## config.mk

```make
export PLATFORM = sky130hd
export DESIGN_NAME = imm_gen_pipe
export DESIGN_NICKNAME = d
export VERILOG_FILES = /design/src/rtl/imm_gen_pkg.sv /design/src/rtl/imm_gen_pipe_decode.sv /design/src/rtl/imm_gen_pipe.sv
export SDC_FILE = /design/constraint.sdc
export NUM_CORES = 1
export LEC_CHECK = 0
export ABC_AREA = 0
export BUFFER_PORTS_ARGS = -buffer_cell sky130_fd_sc_hd__buf_2
export CORE_ASPECT_RATIO = 1.5
export CORE_MARGIN = 5
export CORE_UTILIZATION = 35
export DETAILED_ROUTE_END_ITERATION = 8
export PLACE_DENSITY_LB_ADDON = 0.15
export SLEW_MARGIN = 20
export SYNTH_ARGS = -nofsm -noshare
export SYNTH_HDL_FRONTEND = slang
export SYNTH_SLANG_ARGS = --single-unit
```

## constraint.sdc

```tcl
create_clock -name clk_i -period 2.48 [get_ports clk_i]
set_input_delay 0.248 -clock clk_i [delete_from_list [all_inputs] [get_ports clk_i]]
set_output_delay 0.248 -clock clk_i [all_outputs]
set_load 0.02 [all_outputs]
```

## src/rtl/imm_gen_pkg.sv

```systemverilog
// imm_gen_pkg: shared types and constants for the pipelined immediate generator.
// Immediate format codes, RV32I/RV64I major opcodes that carry an immediate,
// and the output-buffer occupancy state.
package imm_gen_pkg;

    typedef enum logic [2:0] {
        FMT_NONE = 3'd0,
        FMT_I    = 3'd1,
        FMT_S    = 3'd2,
        FMT_B    = 3'd3,
        FMT_U    = 3'd4,
        FMT_J    = 3'd5
    } fmt_e;

    localparam logic [6:0] OP_IMM    = 7'b0010011;
    localparam logic [6:0] OP_LOAD   = 7'b0000011;
    localparam logic [6:0] OP_JALR   = 7'b1100111;
    localparam logic [6:0] OP_STORE  = 7'b0100011;
    localparam logic [6:0] OP_BRANCH = 7'b1100011;
    localparam logic [6:0] OP_LUI    = 7'b0110111;
    localparam logic [6:0] OP_AUIPC  = 7'b0010111;
    localparam logic [6:0] OP_JAL    = 7'b1101111;

    // EMPTY: nothing held; ONE: output register full; FULL: output + skid full.
    typedef enum logic [1:0] {
        ST_EMPTY = 2'd0,
        ST_ONE   = 2'd1,
        ST_FULL  = 2'd2
    } state_e;

endpackage

```

## src/rtl/imm_gen_pipe_decode.sv

```systemverilog
// imm_decode: purely combinational immediate extraction for all five RISC-V
// immediate formats, sign-extended to XLEN (legal XLEN: 32 or 64).
// Optional macro IMM_GEN_ILLEGAL_EN adds the o_illegal flag.
module imm_decode
    import imm_gen_pkg::*;
#(
    parameter int XLEN = 32
)
(
    input  logic [31:0]     i_instr,
    output logic [XLEN-1:0] o_imm,
`ifdef IMM_GEN_ILLEGAL_EN
    output logic            o_illegal,
`endif
    output fmt_e            o_fmt
);

    logic [31:0] w_imm32;
    fmt_e        w_fmt;

    // Select the format from the opcode and assemble its 32-bit sign-extended immediate.
    always_comb begin
        w_imm32 = 32'd0;
        w_fmt   = FMT_NONE;
        case (i_instr[6:0])
            OP_IMM, OP_LOAD, OP_JALR: begin
                w_imm32 = {{20{i_instr[31]}}, i_instr[31:20]};
                w_fmt   = FMT_I;
            end
            OP_STORE: begin
                w_imm32 = {{20{i_instr[31]}}, i_instr[31:25], i_instr[11:7]};
                w_fmt   = FMT_S;
            end
            OP_BRANCH: begin
                w_imm32 = {{19{i_instr[31]}}, i_instr[31], i_instr[7],
                           i_instr[30:25], i_instr[11:8], 1'b0};
                w_fmt   = FMT_B;
            end
            OP_LUI, OP_AUIPC: begin
                w_imm32 = {i_instr[31:12], 12'd0};
                w_fmt   = FMT_U;
            end
            OP_JAL: begin
                w_imm32 = {{11{i_instr[31]}}, i_instr[31], i_instr[19:12],
                           i_instr[20], i_instr[30:21], 1'b0};
                w_fmt   = FMT_J;
            end
            default: begin
                // Unknown opcode: clean zero, never a leftover value.
                w_imm32 = 32'd0;
                w_fmt   = FMT_NONE;
            end
        endcase
    end

    // Every 32-bit form already carries its sign in bit 31, so widening is a
    // plain signed extension (U on RV64 replicates bit 31 into 63:32).
    assign o_imm = XLEN'($signed(w_imm32));
    assign o_fmt = w_fmt;

`ifdef IMM_GEN_ILLEGAL_EN
    // Compressed/non-32-bit encodings are flagged even if the opcode decodes.
    assign o_illegal = (w_fmt == FMT_NONE) || (i_instr[1:0] != 2'b11);
`endif

endmodule

```

## src/rtl/imm_gen_pipe.sv

```systemverilog
// imm_gen_pipe: pipelined immediate generator with a two-entry skid buffer.
// One-cycle latency, full throughput, ready_o driven only from registered
// state and rst_i. Optional macro IMM_GEN_ILLEGAL_EN adds illegal_o.
module imm_gen_pipe
    import imm_gen_pkg::*;
#(
    parameter int XLEN  = 32,
    parameter int TAG_W = 5
)
(
    input  logic             clk_i,
    input  logic             rst_i,
    input  logic             valid_i,
    output logic             ready_o,
    input  logic [31:0]      instr_i,
    input  logic [TAG_W-1:0] tag_i,
    output logic             valid_o,
    input  logic             ready_i,
    output logic [XLEN-1:0]  imm_o,
    output logic [2:0]       fmt_o,
`ifdef IMM_GEN_ILLEGAL_EN
    output logic             illegal_o,
`endif
    output logic [TAG_W-1:0] tag_o
);

    typedef struct packed {
        logic [XLEN-1:0]  imm;
        fmt_e             fmt;
        logic [TAG_W-1:0] tag;
`ifdef IMM_GEN_ILLEGAL_EN
        logic             ill;
`endif
    } entry_t;

    state_e r_state;
    entry_t r_out;
    entry_t r_skid;

    entry_t          w_new;
    logic [XLEN-1:0] w_imm;
    fmt_e            w_fmt;
    logic            w_in_xfer;
    logic            w_out_xfer;

    imm_decode #(
        .XLEN (XLEN)
    ) u_decode (
        .i_instr   (instr_i),
        .o_imm     (w_imm),
`ifdef IMM_GEN_ILLEGAL_EN
        .o_illegal (w_new.ill),
`endif
        .o_fmt     (w_fmt)
    );

    assign w_new.imm = w_imm;
    assign w_new.fmt = w_fmt;
    assign w_new.tag = tag_i;

    assign ready_o    = (r_state != ST_FULL) && !rst_i;
    assign valid_o    = (r_state != ST_EMPTY);
    assign w_in_xfer  = valid_i && ready_o;
    assign w_out_xfer = valid_o && ready_i;

    // Skid FSM: tracks occupancy and moves entries input -> output/skid -> output in FIFO order.
    always_ff @(posedge clk_i) begin
        if (rst_i) begin
            r_state <= ST_EMPTY;
            r_out   <= '0;
            r_skid  <= '0;
        end else begin
            case (r_state)
                ST_EMPTY: begin
                    if (w_in_xfer) begin
                        r_out   <= w_new;
                        r_state <= ST_ONE;
                    end
                end
                ST_ONE: begin
                    if (w_in_xfer && !w_out_xfer) begin
                        r_skid  <= w_new;
                        r_state <= ST_FULL;
                    end else if (!w_in_xfer && w_out_xfer) begin
                        r_state <= ST_EMPTY;
                    end else if (w_in_xfer && w_out_xfer) begin
                        // Pass-through: the drained slot is refilled in the same edge.
                        r_out   <= w_new;
                        r_state <= ST_ONE;
                    end
                end
                ST_FULL: begin
                    // ready_o is low here, so only the drain side can move.
                    if (w_out_xfer) begin
                        r_out   <= r_skid;
                        r_state <= ST_ONE;
                    end
                end
                default: begin
                    r_state <= ST_EMPTY;
                end
            endcase
        end
    end

    assign imm_o = r_out.imm;
    assign fmt_o = r_out.fmt;
    assign tag_o = r_out.tag;
`ifdef IMM_GEN_ILLEGAL_EN
    assign illegal_o = r_out.ill;
`endif

endmodule
```

## After elaboration in Yosys (flattened, before gate mapping)

Index checks and enable logic that the tools add are counted.

| storage, ports and cells | value |
|---|---|
| bits in registers | 82 |
| input bits | 41 |
| output and inout bits | 42 |
| logic and storage cells | 55 |

| cells by class | value |
|---|---|
| eq/ne operators | 17 |
| multiplexer cells | 14 |
| reduce and logical (&&, ||, !) cells | 17 |

Operator list:

| cell | number |
|---|---|
| two-way mux 40 bit | 5 |
| one-hot mux 32 bit (5 select lines) | 1 |
| one-hot mux 40 bit (3 select lines) | 1 |
| equality test 7 bit, second input constant | 3 |
| one-hot mux 3 bit (5 select lines) | 1 |
| equality test 7 x 5 -> 1 bit, second input constant | 2 |
| equality test 7 x 6 -> 1 bit, second input constant | 2 |
| inequality test 2 bit, second input constant | 6 |
| two-way mux 2 bit | 5 |
| equality test 7 x 2 -> 1 bit, second input constant | 1 |
| logical AND 1 bit | 6 |
| one-hot mux 2 bit (3 select lines) | 1 |
| AND reduction 6 bit | 1 |
| inequality test 4 bit, second input constant | 1 |
| logical NOT 1 bit | 3 |
| AND reduction 3 bit | 1 |
| nonzero test 3 bit | 1 |
| OR reduction 3 bit | 1 |
| equality test 2 x 1 -> 1 bit, second input constant | 1 |
| equality test 2 bit, second input constant | 1 |
| logical NOT 2 bit | 1 |
| AND reduction 2 bit | 1 |
| nonzero test 2 bit | 1 |
| OR reduction 2 bit | 1 |

## Longest topological paths before layout

Gate-level depths: netlist of run 1.

| depth | value |
|---|---|
| depth after elaboration | 8 |
| depth in mapped cells | 12 |
| mapped depth without buffers | 10 |

## Modules after synthesis

A second synthesis of run 1 with hierarchy kept.

| second synthesis, totals | value |
|---|---|
| cells, all modules | 447 |
| area, all modules | 4073.9 sq um |

Modules (own cells, without submodules):

| module | times used | cells an instance | area each (sq um) | sequential area each (sq um) |
|---|---|---|---|---|
| imm_gen_pipe | 1 | 377 | 3529.6 | 1641.6 |
| imm_decode | 1 | 70 | 544.3 | 0.0 |

## Worst setup path before layout of run 1

No wires, ideal clock.

| timing | value |
|---|---|
| path type | flip-flop to flip-flop |
| start point | register r_state[1] |
| end point | register r_out (netlist bit imm_o[28]) |
| data arrival time | 2290 ps |
| data required time | 2337 ps |
| path slack | 47 ps |
| stages on the path, launching flop included | 13 |
| period minus slack after synthesis | 2433 ps |
| path through | dfxtp_1 > inv_1 > nor2_1 > clkbuf_1 > nor2_1 > nand2_1 > inv_1 > ha_1 > nor2_1 > a31oi_2 > nor2_2 > buf_4 > a221oi_1 |

| between the ends | value |
|---|---|
| longest elaborated chain between the ends | 7 |
| elaborated cells on any way between the ends | 21 |
| those cells by class | 8 x eq/ne; 1 x mux; 12 x reduce/logical |

Ends and longest elaborated chain:

| item | RTL line | text |
|---|---|---|
| from (decl) | imm_gen_pipe.sv:36 | `state_e r_state;` |
| from (signal assigned) | imm_gen_pipe.sv:69 | `r_state <= ST_EMPTY;` |
| from (signal assigned) | imm_gen_pipe.sv:77 | `r_state <= ST_ONE;` |
| from (signal assigned) | imm_gen_pipe.sv:83 | `r_state <= ST_FULL;` |
| inequality test 2 bit (*) | imm_gen_pipe.sv:61 | `assign ready_o = (r_state != ST_FULL) && !rst_i;` |
| logical AND 1 bit (*) | imm_gen_pipe.sv:61 |  |
| via ready_o | imm_gen_pipe.sv:14 | `output logic ready_o,` |
| logical AND 1 bit (*) | imm_gen_pipe.sv:63 | `assign w_in_xfer = valid_i && ready_o;` |
| logical NOT 1 bit | imm_gen_pipe.sv:84 | `end else if (!w_in_xfer && w_out_xfer) begin` |
| logical AND 1 bit | imm_gen_pipe.sv:84 |  |
| inequality test 2 bit (no line) | - |  |
| AND reduction 6 bit (no line) (*) | - |  |
| to (signal assigned) | imm_gen_pipe.sv:76 | `r_out <= w_new;` |
| to (signal assigned) | imm_gen_pipe.sv:88 | `r_out <= w_new;` |
| to (signal assigned) | imm_gen_pipe.sv:95 | `r_out <= r_skid;` |
| to (decl) | imm_gen_pipe.sv:37 | `entry_t r_out;` |

Mark *: on every way through the listed nets, which the timed path passes. The rest lies on a longest branch.
A chain may end at the register's enable or synchronous reset.

## Worst setup path in the final report of run 1

| timing | value |
|---|---|
| start point | register r_state[1] |
| end point | register r_out (netlist bit imm_o[6]) |

| between the ends | value |
|---|---|
| longest elaborated chain between the ends | 7 |
| elaborated cells on any way between the ends | 21 |
| those cells by class | 8 x eq/ne; 1 x mux; 12 x reduce/logical |

Ends and longest elaborated chain:

| item | RTL line |
|---|---|
| inequality test 2 bit | imm_gen_pipe.sv:61 |
| logical AND 1 bit | imm_gen_pipe.sv:61 |
| logical AND 1 bit | imm_gen_pipe.sv:63 |
| logical NOT 1 bit | imm_gen_pipe.sv:84 |
| logical AND 1 bit | imm_gen_pipe.sv:84 |
| inequality test 2 bit (no line) | - |
| AND reduction 6 bit (no line) | - |

Several ways; a longest one is shown, not always the timed one.

==> results of run 1 <==
[cell usage after synthesis (10+ instances only)]
master / number / area, um^2
inv_1: 12 / 45.0
a221oi_2: 10 / 150
clkbuf_1: 16 / 60.1
dfxtp_1: 82 / 1640
nor2_1: 64 / 240
nand3_1: 13 / 65.1
a211oi_1: 31 / 233
o21ai_1: 10 / 50.1
a21oi_1: 40 / 200
nand2_1: 61 / 229
nor3_1: 13 / 65.1
buf_2: 11 / 55.1
[per-layer routing]
layer / routed length [um] / global-route usage / vias up
li1: - / - / 1758
met5: 0 / 0 / -
met2: 5220 / 0.275 / 83
met1: 4540 / 0.199 / 1634
met4: 278 / 0.0795 / 0
met3: 561 / 0.0358 / 18
[sequential cells by signal, summed over array words and instances, names as in the netlist]
register  cells
fmt_o         3
tag_o         5
r_skid       40
r_state       2
imm_o        32
[logic make-up after synthesis]
logic type               share of synthesized area
buffers and inverters                       0.0585
AO/OA/AOI/OAI                                0.282
multiplexers                               0.00262
flip-flops                                   0.429
adder cells (fa/ha/maj)                    0.00981
AND/OR/NAND/NOR                              0.218
[worst max-delay path by stage]
stage	startpoint	endpoint	cells past startpoint
after detailed placement	r_state[1]	imm_o[6]	11
after global placement	r_state[1]	imm_o[12]	10
final	r_state[1]	imm_o[6]	11
after floorplan	r_state[1]	imm_o[28]	12
after CTS	r_state[1]	imm_o[19]	10
after global routing	r_state[0]	r_skid[25]	8
[what timing repair did]
action | in CTS | in global routing
hold buffers | 0 | 0
gates resized for setup | 0 | 2
endpoints found under the setup margin | 0 | 7
[cell type report]
type | count | area [um^2] | area share
clock buffers | 13 | 280 | 0.0597
clock inverters | 2 | 10.0 | 0.00213
inverters | 12 | 45.0 | 0.00959
multi-input cells | 321 | 1980 | 0.421
flip-flops and latches | 82 | 1640 | 0.350
well taps | 144 | 180 | 0.0384
repair buffers | 97 | 561 | 0.119
[critical path: cells and delay by family (launching register included)]
kind,cells,cell delay [ps]
AOI/OAI and AO/OA,2,440
adders and majority gates,1,230
buffers and inverters,3,390
DFF,1,400
and+or+nand+nor,5,580
[through the flow]
stage | power, mW | utilization
global route | 3.21 | 0.441
finish | 3.08 | 0.441
floorplan | 1.68 | -
global placement | 1.82 | 0.413
detailed placement | 1.83 | 0.413
CTS | 3.12 | 0.440
[power by group through the flow]
stage / clock network, mW / registers, mW / logic (mW)
2_1_floorplan: 0 / 1.46 / 0.216
3_3_place_gp: 0 / 1.43 / 0.392
3_5_place_dp: 0 / 1.43 / 0.396
4_1_cts: 1.32 / 1.40 / 0.397
5_1_grt: 1.37 / 1.41 / 0.434
6_report: 1.29 / 1.40 / 0.393
==> results by group, run 1 <==
Floorplan
  – Initial core utilization: 0.359
  – Boundary pin count: 83
  – Full die area: 13200 um^2
  – Num rows: 46
  – Die Span Y: 138 um
  – Core ar.: 10600 um^2
  – Die width: 95.4 um

STA
  – Hold Vio Cnt, Final: 0
  – Final number of setup-violating endpoints: 0
  – Final cycle utilization of the critical path: 0.883
  – Slew Limit Fails: 0
  – RSZ-0062 raised after global routing: no
  – Max_slew headroom: 0.392
  – Fmax achieved: 0.456 GHz
  – Slew @ Worst Pin: 912 ps
  – Hold Slack: 164 ps
  – Min Tclk post-route: 2190 ps
  – Setup ws final: 289 ps
  – Final TNS setup: 0 ps
  – Final Skew: 3.62 ps

Worst setup path
  – Slowest stage cell, crit path: dfxtp_1
  – Setup crit start kind: flip-flop
  – WS Path Type: reg2reg
  – Crit Reg-Reg Endpoint: imm_o[6]
  – Arrival @ worst endpoint: 2370 ps
  – FF-to-FF Start: r_state[1]
  – Worst EP required: 2660 ps
  – Crit path cell chain: inv_1, nor2_1, nor2_1, nand2_1, inv_1, ha_1, nor2_2, a31oi_4, buf_4, a221oi_1, nor3_1
  – Critical Path Max Stage Delay: 400 ps
  – Critical path peak fanout: 9
  – R2R depth: 11
  – CP endpoint kind: flip-flop
  – Internal reg-to-reg setup slack: 290 ps

Placed design
  – Worst slack at placement: 227 ps
  – IO buf count: 82
  – Dpl cells: 656
  – Routability congestion estimate: 0.754
  – Post-Place Cell Area: 4400 um^2
  – Final HPWL from detailed placement: 7.41 mm

Pwr
  – Peak supply drop: 327 uV
  – P_leak: 1.85 nW
  – Combinational power share: 0.127
  – P_sw: 784 uW
  – Pint: 2.30 mW
  – Switching power share of the total: 0.255
  – Power Density: 657 nW/um^2
  – Clk pwr share: 0.418
  – Sequential fraction of design power: 0.454

Flow run
  – Max cap viols: 0

Finish
  – Post-route cell area: 4690 um^2
  – Area growth syn-to-layout: 22.7%
  – Fin cells: 671
  – Filler cells: 1092
  – Number of diodes: 0
  – Share of layout cells above drive strength 1: 0.271
  – Most frequent cells in the layout: dfxtp_1, buf_2, nor2_1
  – Fin nets: 567

CTS
  – Post-CTS Setup Bufs: 0
  – CTS root buf: clkbuf_16
  – CTS H-Tree Depth: 3
  – Clock transition at the registers of the reported paths: 60 ps
  – Clk sink count: 82
  – Num CTS Buffers: 9
  – Max Buffers Root-to-Sink: 2
  – CTS tree: built
  – Worst skew pair latency: 330 ps

Global routing
  – GRT Util Overall: 0.165
  – GR Overflow Total: 0
  – First-pass GRT wire length: 17.4 mm
  – Largest net degree at the start of global routing: 81
  – Initial antenna violation count: 0
  – Vias in the first global route: 3451

Synthesis
  – Register area share after synthesis: 0.429
  – Yosys reg bits: 82
  – Synth Flop Type: dfxtp_1
  – Post-Syn Instances: 451
  – Mean Syn Cell Area: 8.49 um^2
  – Synthesized cell area: 3830 um^2
  – YS warnings: 0
  – Mapped Nets: 495
  – Post-synth cell types: 46
  – Post-synth ARST share: 0
  – Post-synth EDFFs: 0

Min path
  – Hold Path Class: in2reg
  – Hold Path End: r_skid[0]
  – Hold path start: tag_i[0]
  – Hold path cells: 3

Drt
  – DRT iter0 DRCs: 148
  – Drt total wl: 10.6 mm
  – DRC viols: 0
  – Pre-Repair DR Iteration Count: 4
  – Routed vias/inst: 5.21
  – WL per Instance: 15.8 um
  – Antenna Nets Post-Route: 0
  – Via count: 3493

Run status
  – Outcome: completed
No activity file was read; power rests on OpenSTA's default activity.
==> inputs of run 2 (changes only) <==
--- a/config.mk
+++ b/config.mk
@@ -7,7 +7,7 @@
 export LEC_CHECK = 0
 export ABC_AREA = 0
 export BUFFER_PORTS_ARGS = -buffer_cell sky130_fd_sc_hd__buf_2
-export CORE_ASPECT_RATIO = 1.5
+export CORE_ASPECT_RATIO = 0.5
 export CORE_MARGIN = 5
 export CORE_UTILIZATION = 35
 export DETAILED_ROUTE_END_ITERATION = 8
==> results by group, run 2 (synthesis results as in run 1) <==
STA
  – Fmax achieved: 0.456 GHz (about the same)
  – Slew Limit Fails: 0 (unchanged)
  – Setup ws final: 285 ps (was 289 ps)
  – Min Tclk post-route: 2190 ps (about the same)
  – Slew @ Worst Pin: 928 ps (was 912 ps)
  – Final Skew: 6.21 ps (was 3.62 ps)
  – Final number of setup-violating endpoints: 0 (unchanged)
  – Max_slew headroom: 0.381 (was 0.392)
  – Final TNS setup: 0 ps (unchanged)
  – RSZ-0062 raised after global routing: no (unchanged)
  – Hold Vio Cnt, Final: 0 (unchanged)
  – Final cycle utilization of the critical path: 0.885 (was 0.883)

Floorplan
  – Num rows: 27 (was 46)
  – Die Span Y: 83.9 um (was 138 um)
  – Boundary pin count: 83 (unchanged)
  – Initial core utilization: 0.353 (was 0.359)
  – Core ar.: 10800 um^2 (was 10600 um^2)
  – Die width: 158 um (was 95.4 um)
  – Full die area: 13300 um^2 (was 13200 um^2)

CTS
  – Clock transition at the registers of the reported paths: 60 ps (about the same)
  – CTS root buf: clkbuf_16 (unchanged)
  – Hold_buf cts: 0 (unchanged)
  – Clk sink count: 82 (unchanged)
  – Worst skew pair latency: 340 ps (was 330 ps)
  – Num CTS Buffers: 9 (unchanged)
  – CTS tree: built (unchanged)
  – CTS H-Tree Depth: 3 (unchanged)
  – Max Buffers Root-to-Sink: 2 (unchanged)

Drt
  – WL per Instance: 15.8 um (about the same)
  – Drt total wl: 10.7 mm (was 10.6 mm)
  – Max Used Layer: met4 (unchanged)
  – Via count: 3442 (was 3493)
  – Pre-Repair DR Iteration Count: 4 (unchanged)
  – Met2 Wirelength: 4.76 mm (was 5.22 mm)
  – M1 WL: 5.28 mm (was 4.54 mm)
  – WL met3: 533 um (was 561 um)
  – DRC viols: 0 (unchanged)
  – Routed vias/inst: 5.10 (was 5.21)
  – Antenna Nets Post-Route: 0 (unchanged)
  – DRT iter0 DRCs: 198 (was 148)

Global routing
  – Largest net degree at the start of global routing: 81 (unchanged)
  – Initial antenna violation count: 0 (unchanged)
  – First-pass GRT wire length: 17.6 mm (was 17.4 mm)
  – Vias in the first global route: 3450 (was 3451)
  – GR Overflow Total: 0 (unchanged)
  – GRT Util Overall: 0.164 (was 0.165)

Finish
  – Area growth syn-to-layout: 22.4% (was 22.7%)
  – Post-route cell area: 4690 um^2 (about the same)
  – Share of layout cells above drive strength 1: 0.275 (was 0.271)
  – Max reg flops: 40 (unchanged)
  – Largest Register: r_skid (unchanged)
  – Util after Layout: 0.432 (was 0.441)
  – Filler cells: 1120 (was 1092)
  – Number of diodes: 0 (unchanged)
  – Fin nets: 569 (was 567)
  – Most frequent cells in the layout: dfxtp_1, buf_2, nor2_1 (unchanged)

Placed design
  – IO buf count: 82 (unchanged)
  – Post-Place Cell Area: 4390 um^2 (was 4400 um^2)
  – Worst slack at placement: 176 ps (was 227 ps)
  – Routability congestion estimate: 0.799 (was 0.754)
  – Final HPWL from detailed placement: 7.37 mm (was 7.41 mm)

Worst setup path
  – CP Launch Point: r_state[1] (unchanged)
  – Worst EP required: 2720 ps (was 2660 ps)
  – WS Path Type: reg2reg (unchanged)
  – Arrival @ worst endpoint: 2430 ps (was 2370 ps)
  – CP endpoint kind: flip-flop (unchanged)
  – FF-to-FF Start: r_state[1] (unchanged)
  – Critical path peak fanout: 17 (was 9)
  – Setup crit start kind: flip-flop (unchanged)

Pwr
  – Overall power: 3.09 mW (was 3.08 mW)
  – Power Density: 659 nW/um^2 (was 657 nW/um^2)
  – P_leak: 1.83 nW (was 1.85 nW)
  – Peak supply drop: 313 uV (was 327 uV)

Min path
  – Hold Path Class: in2reg (unchanged)
  – Hold path start: tag_i[2] (was tag_i[0])

Flow run
  – Max cap viols: 0 (unchanged)

Run status
  – Outcome: completed (unchanged)
[run 2: critical path, cell delays in order, from the launching register on]
cell	delay [ps]
dfxtp_1	390
inv_1	100
nor2_2	110
nor2_1	60
nand2_1	80
inv_1	60
ha_1	230
nor2_2	200
a31o_4	310
buf_4	250
nor2_1	60
a311oi_1	250
[run 2: repair_timing]
item                                    in CTS  in global routing
buffers inserted                             0                  0
endpoints found under the setup margin       0                  6
gates resized for setup                      0                  1
[run 2: metrics by stage]
step | instances | hold WS, ps
finish | 675 | 154
global placement | 659 | 442
detailed placement | 659 | 447
global route | 675 | 158
floorplan | 451 | 384
CTS | 675 | 144
[run 2: power breakdown]
group          total [mW]  switching (mW)  internal (mW)
registers            1.40          0.0290           1.37
logic               0.394           0.248          0.145
clock network        1.29           0.556          0.737
[run 2: cell type report]
type	instances	area [um^2]	area share
Timing Repair Buffer	99	551	0.117
Tap cell	145	181	0.0387
Clock buffer	11	253	0.0539
Sequential cell	82	1640	0.350
Multi-Input combinational cell	321	1980	0.422
Clock inverter	5	37.5	0.00801
Inverter	12	45.0	0.00961
[run 2: path summary, 6_finish.rpt]
path / to / slack, ps / cells after the start
worst max-delay path: tag_o[4] / 290 / 11
worst min-delay path: r_skid[2] / 150 / 3
worst max register to register: tag_o[4] / 290 / 11
worst min register to register: r_skid[17] / 460 / 2
[run 2: metal layers]
metal  up-vias  global-route usage
met4         0              0.0437
met2        62               0.247
met5         -                   0
met1      1600               0.230
met3         9              0.0440
li1       1771                   -
==> inputs of run 3 (changes only) <==
--- a/config.mk
+++ b/config.mk
@@ -11,7 +11,7 @@
 export CORE_MARGIN = 5
 export CORE_UTILIZATION = 35
 export DETAILED_ROUTE_END_ITERATION = 8
-export PLACE_DENSITY_LB_ADDON = 0.15
+export PLACE_DENSITY_LB_ADDON = 0.05
 export SLEW_MARGIN = 20
 export SYNTH_ARGS = -nofsm -noshare
 export SYNTH_HDL_FRONTEND = slang
==> results by group, run 3 (synthesis results as in run 1) <==
Run status
  – Outcome: completed (unchanged)

CTS
  – CTS H-Tree Depth: 3 (unchanged)
  – Max Buffers Root-to-Sink: 2 (unchanged)
  – Clk sink count: 82 (unchanged)
  – Clock transition at the registers of the reported paths: 60 ps (about the same)
  – Hold_buf cts: 0 (unchanged)
  – Worst skew pair latency: 340 ps (about the same)
  – Post-CTS Setup Bufs: 0 (unchanged)
  – CTS root buf: clkbuf_16 (unchanged)
  – CTS tree: built (unchanged)
  – Num CTS Buffers: 9 (unchanged)

Worst setup path
  – CP endpoint kind: flip-flop (unchanged)
  – Crit path cell chain: inv_1, nor2_1, nor2_1, nand2_1, inv_1, ha_1, nor2_1, a31o_4, buf_4, o21ai_1, a221oi_2 (was inv_1, nor2_2, nor2_1, nand2_1, inv_1, ha_1, nor2_2, a31o_4, buf_4, nor2_1, a311oi_1)
  – Slowest stage cell, crit path: dfxtp_1 (unchanged)
  – R2R depth: 11 (unchanged)
  – Crit Reg-Reg Endpoint: imm_o[29] (was tag_o[4])
  – Crit-path leading delay family: compound AO/OA/AOI/OAI gates (unchanged)
  – Critical path depth in cells: 11 (unchanged)
  – WS Path Type: reg2reg (unchanged)
  – Critical path peak fanout: 21 (was 17)
  – Worst EP required: 2730 ps (was 2720 ps)
  – Critical Path Max Stage Delay: 390 ps (about the same)
  – Crit path to: imm_o[29] (was tag_o[4])
  – CP Launch Point: r_state[1] (unchanged)
  – Arrival @ worst endpoint: 2490 ps (was 2430 ps)
  – Buf/Inv on CP: 3 (unchanged)
  – Internal reg-to-reg setup slack: 240 ps (was 290 ps)
  – Setup crit start kind: flip-flop (unchanged)
  – FF-to-FF Start: r_state[1] (unchanged)
  – Most used cell, CP: nor2_1

Placed design
  – Final HPWL from detailed placement: 8.17 mm (was 7.37 mm)
  – IO buf count: 82 (unchanged)
  – Routability congestion estimate: 0.763 (was 0.799)
  – Worst slack at placement: 182 ps (was 176 ps)

Drt
  – Pre-Repair DR Iteration Count: 4 (unchanged)
  – WL per Instance: 16.6 um (was 15.8 um)
  – Routed vias/inst: 5.13 (was 5.10)
  – Antenna Nets Post-Route: 0 (unchanged)
  – DRC viols: 0 (unchanged)
  – Drt total wl: 11.3 mm (was 10.7 mm)
  – DRT iter0 DRCs: 177 (was 198)
  – Via count: 3485 (was 3442)

Global routing
  – Largest net degree at the start of global routing: 47 (was 81)
  – Vias in the first global route: 3358 (was 3450)
  – Initial antenna violation count: 0 (unchanged)
  – First-pass GRT wire length: 18.4 mm (was 17.6 mm)
  – GRT Util Overall: 0.176 (was 0.164)
  – GR Overflow Total: 0 (unchanged)

Finish
  – Max reg flops: 40 (unchanged)
  – Number of diodes: 0 (unchanged)
  – Util after Layout: 0.436 (was 0.432)
  – Largest Register: r_skid (unchanged)
  – Most frequent cells in the layout: dfxtp_1, buf_2, nor2_1 (unchanged)
  – Share of layout cells above drive strength 1: 0.277 (was 0.275)
  – Fin nets: 573 (was 569)
  – Area growth syn-to-layout: 23.6% (was 22.4%)

STA
  – Final cycle utilization of the critical path: 0.905 (was 0.885)
  – Final TNS setup: 0 ps (unchanged)
  – Slew @ Worst Pin: 589 ps (was 928 ps)
  – Hold Slack: 169 ps (was 154 ps)
  – RSZ-0062 raised after global routing: no (unchanged)
  – Final number of setup-violating endpoints: 0 (unchanged)
  – Final Skew: 9.16 ps (was 6.21 ps)
  – Hold Vio Cnt, Final: 0 (unchanged)
  – Fmax achieved: 0.446 GHz (was 0.456 GHz)
  – Setup ws final: 235 ps (was 285 ps)
  – Max_slew headroom: 0.607 (was 0.381)
  – Min Tclk post-route: 2240 ps (was 2190 ps)
  – Slew Limit Fails: 0 (unchanged)

Floorplan
  – Die Span Y: 83.9 um (unchanged)
  – Initial core utilization: 0.353 (unchanged)
  – Num rows: 27 (unchanged)
  – Core ar.: 10800 um^2 (unchanged)
  – Die width: 158 um (unchanged)
  – Boundary pin count: 83 (unchanged)
  – Full die area: 13300 um^2 (unchanged)

Min path
  – Hold Path Class: in2reg (unchanged)

Pwr
  – Power Density: 684 nW/um^2 (was 659 nW/um^2)
  – P_leak: 1.87 nW (was 1.83 nW)
  – Peak supply drop: 387 uV (was 313 uV)
  – Overall power: 3.24 mW (was 3.09 mW)

Flow run
  – Max cap viols: 0 (unchanged)
## run 3: worst min path at each step
| stage | startpoint | endpoint | cells after the start |
|---|---|---|---|
| 2_1_floorplan | tag_i[0] | r_skid[0] | 2 |
| 3_3_place_gp | r_skid[18] | r_skid[18] | 2 |
| 3_5_place_dp | r_skid[0] | r_skid[0] | 2 |
| 4_1_cts | tag_i[4] | r_skid[4] | 3 |
| 5_1_grt | tag_i[2] | r_skid[2] | 3 |
| 6_report | tag_i[2] | r_skid[2] | 3 |
## run 3: layout make-up
class	count	area, um^2
clock buffers	10	229
clock inverters	6	90.1
fillers	1119	6110
inverters	12	45.0
multi-input cells	321	1970
flip-flops and latches	82	1640
well taps	145	181
repair buffers	103	568
## run 3: metrics by stage
step | area, um^2 | std cells
after floorplan | 3830 | 451
after detailed placement | 4410 | 663
after global routing | 4730 | 679
after CTS | 4730 | 679
final | 4730 | 679
after global placement | 4410 | 663
## run 3: tightest hold or removal path: stages
cell and delay, ps:
buf_2 110, nand2_1 50, a21oi_1 50
## run 3: metal layers
layer  GRT usage  vias up  part of all wire
li1            -     1768                 -
met4      0.0351        0            0.0027
met1       0.264     1623              0.52
met5           0        -                 0
met3      0.0487        4             0.064
met2       0.249       90              0.41
## run 3: repair_timing
action | CTS | global route
endpoints found under the hold margin | 0 | 0
gates resized for setup | 0 | 1
endpoints found under the setup margin | 0 | 1
## run 3: power breakdown
part | internal, mW | switching (mW)
registers | 1.37 | 0.0320
clock network | 0.886 | 0.550
logic | 0.147 | 0.251
total | 2.40 | 0.833
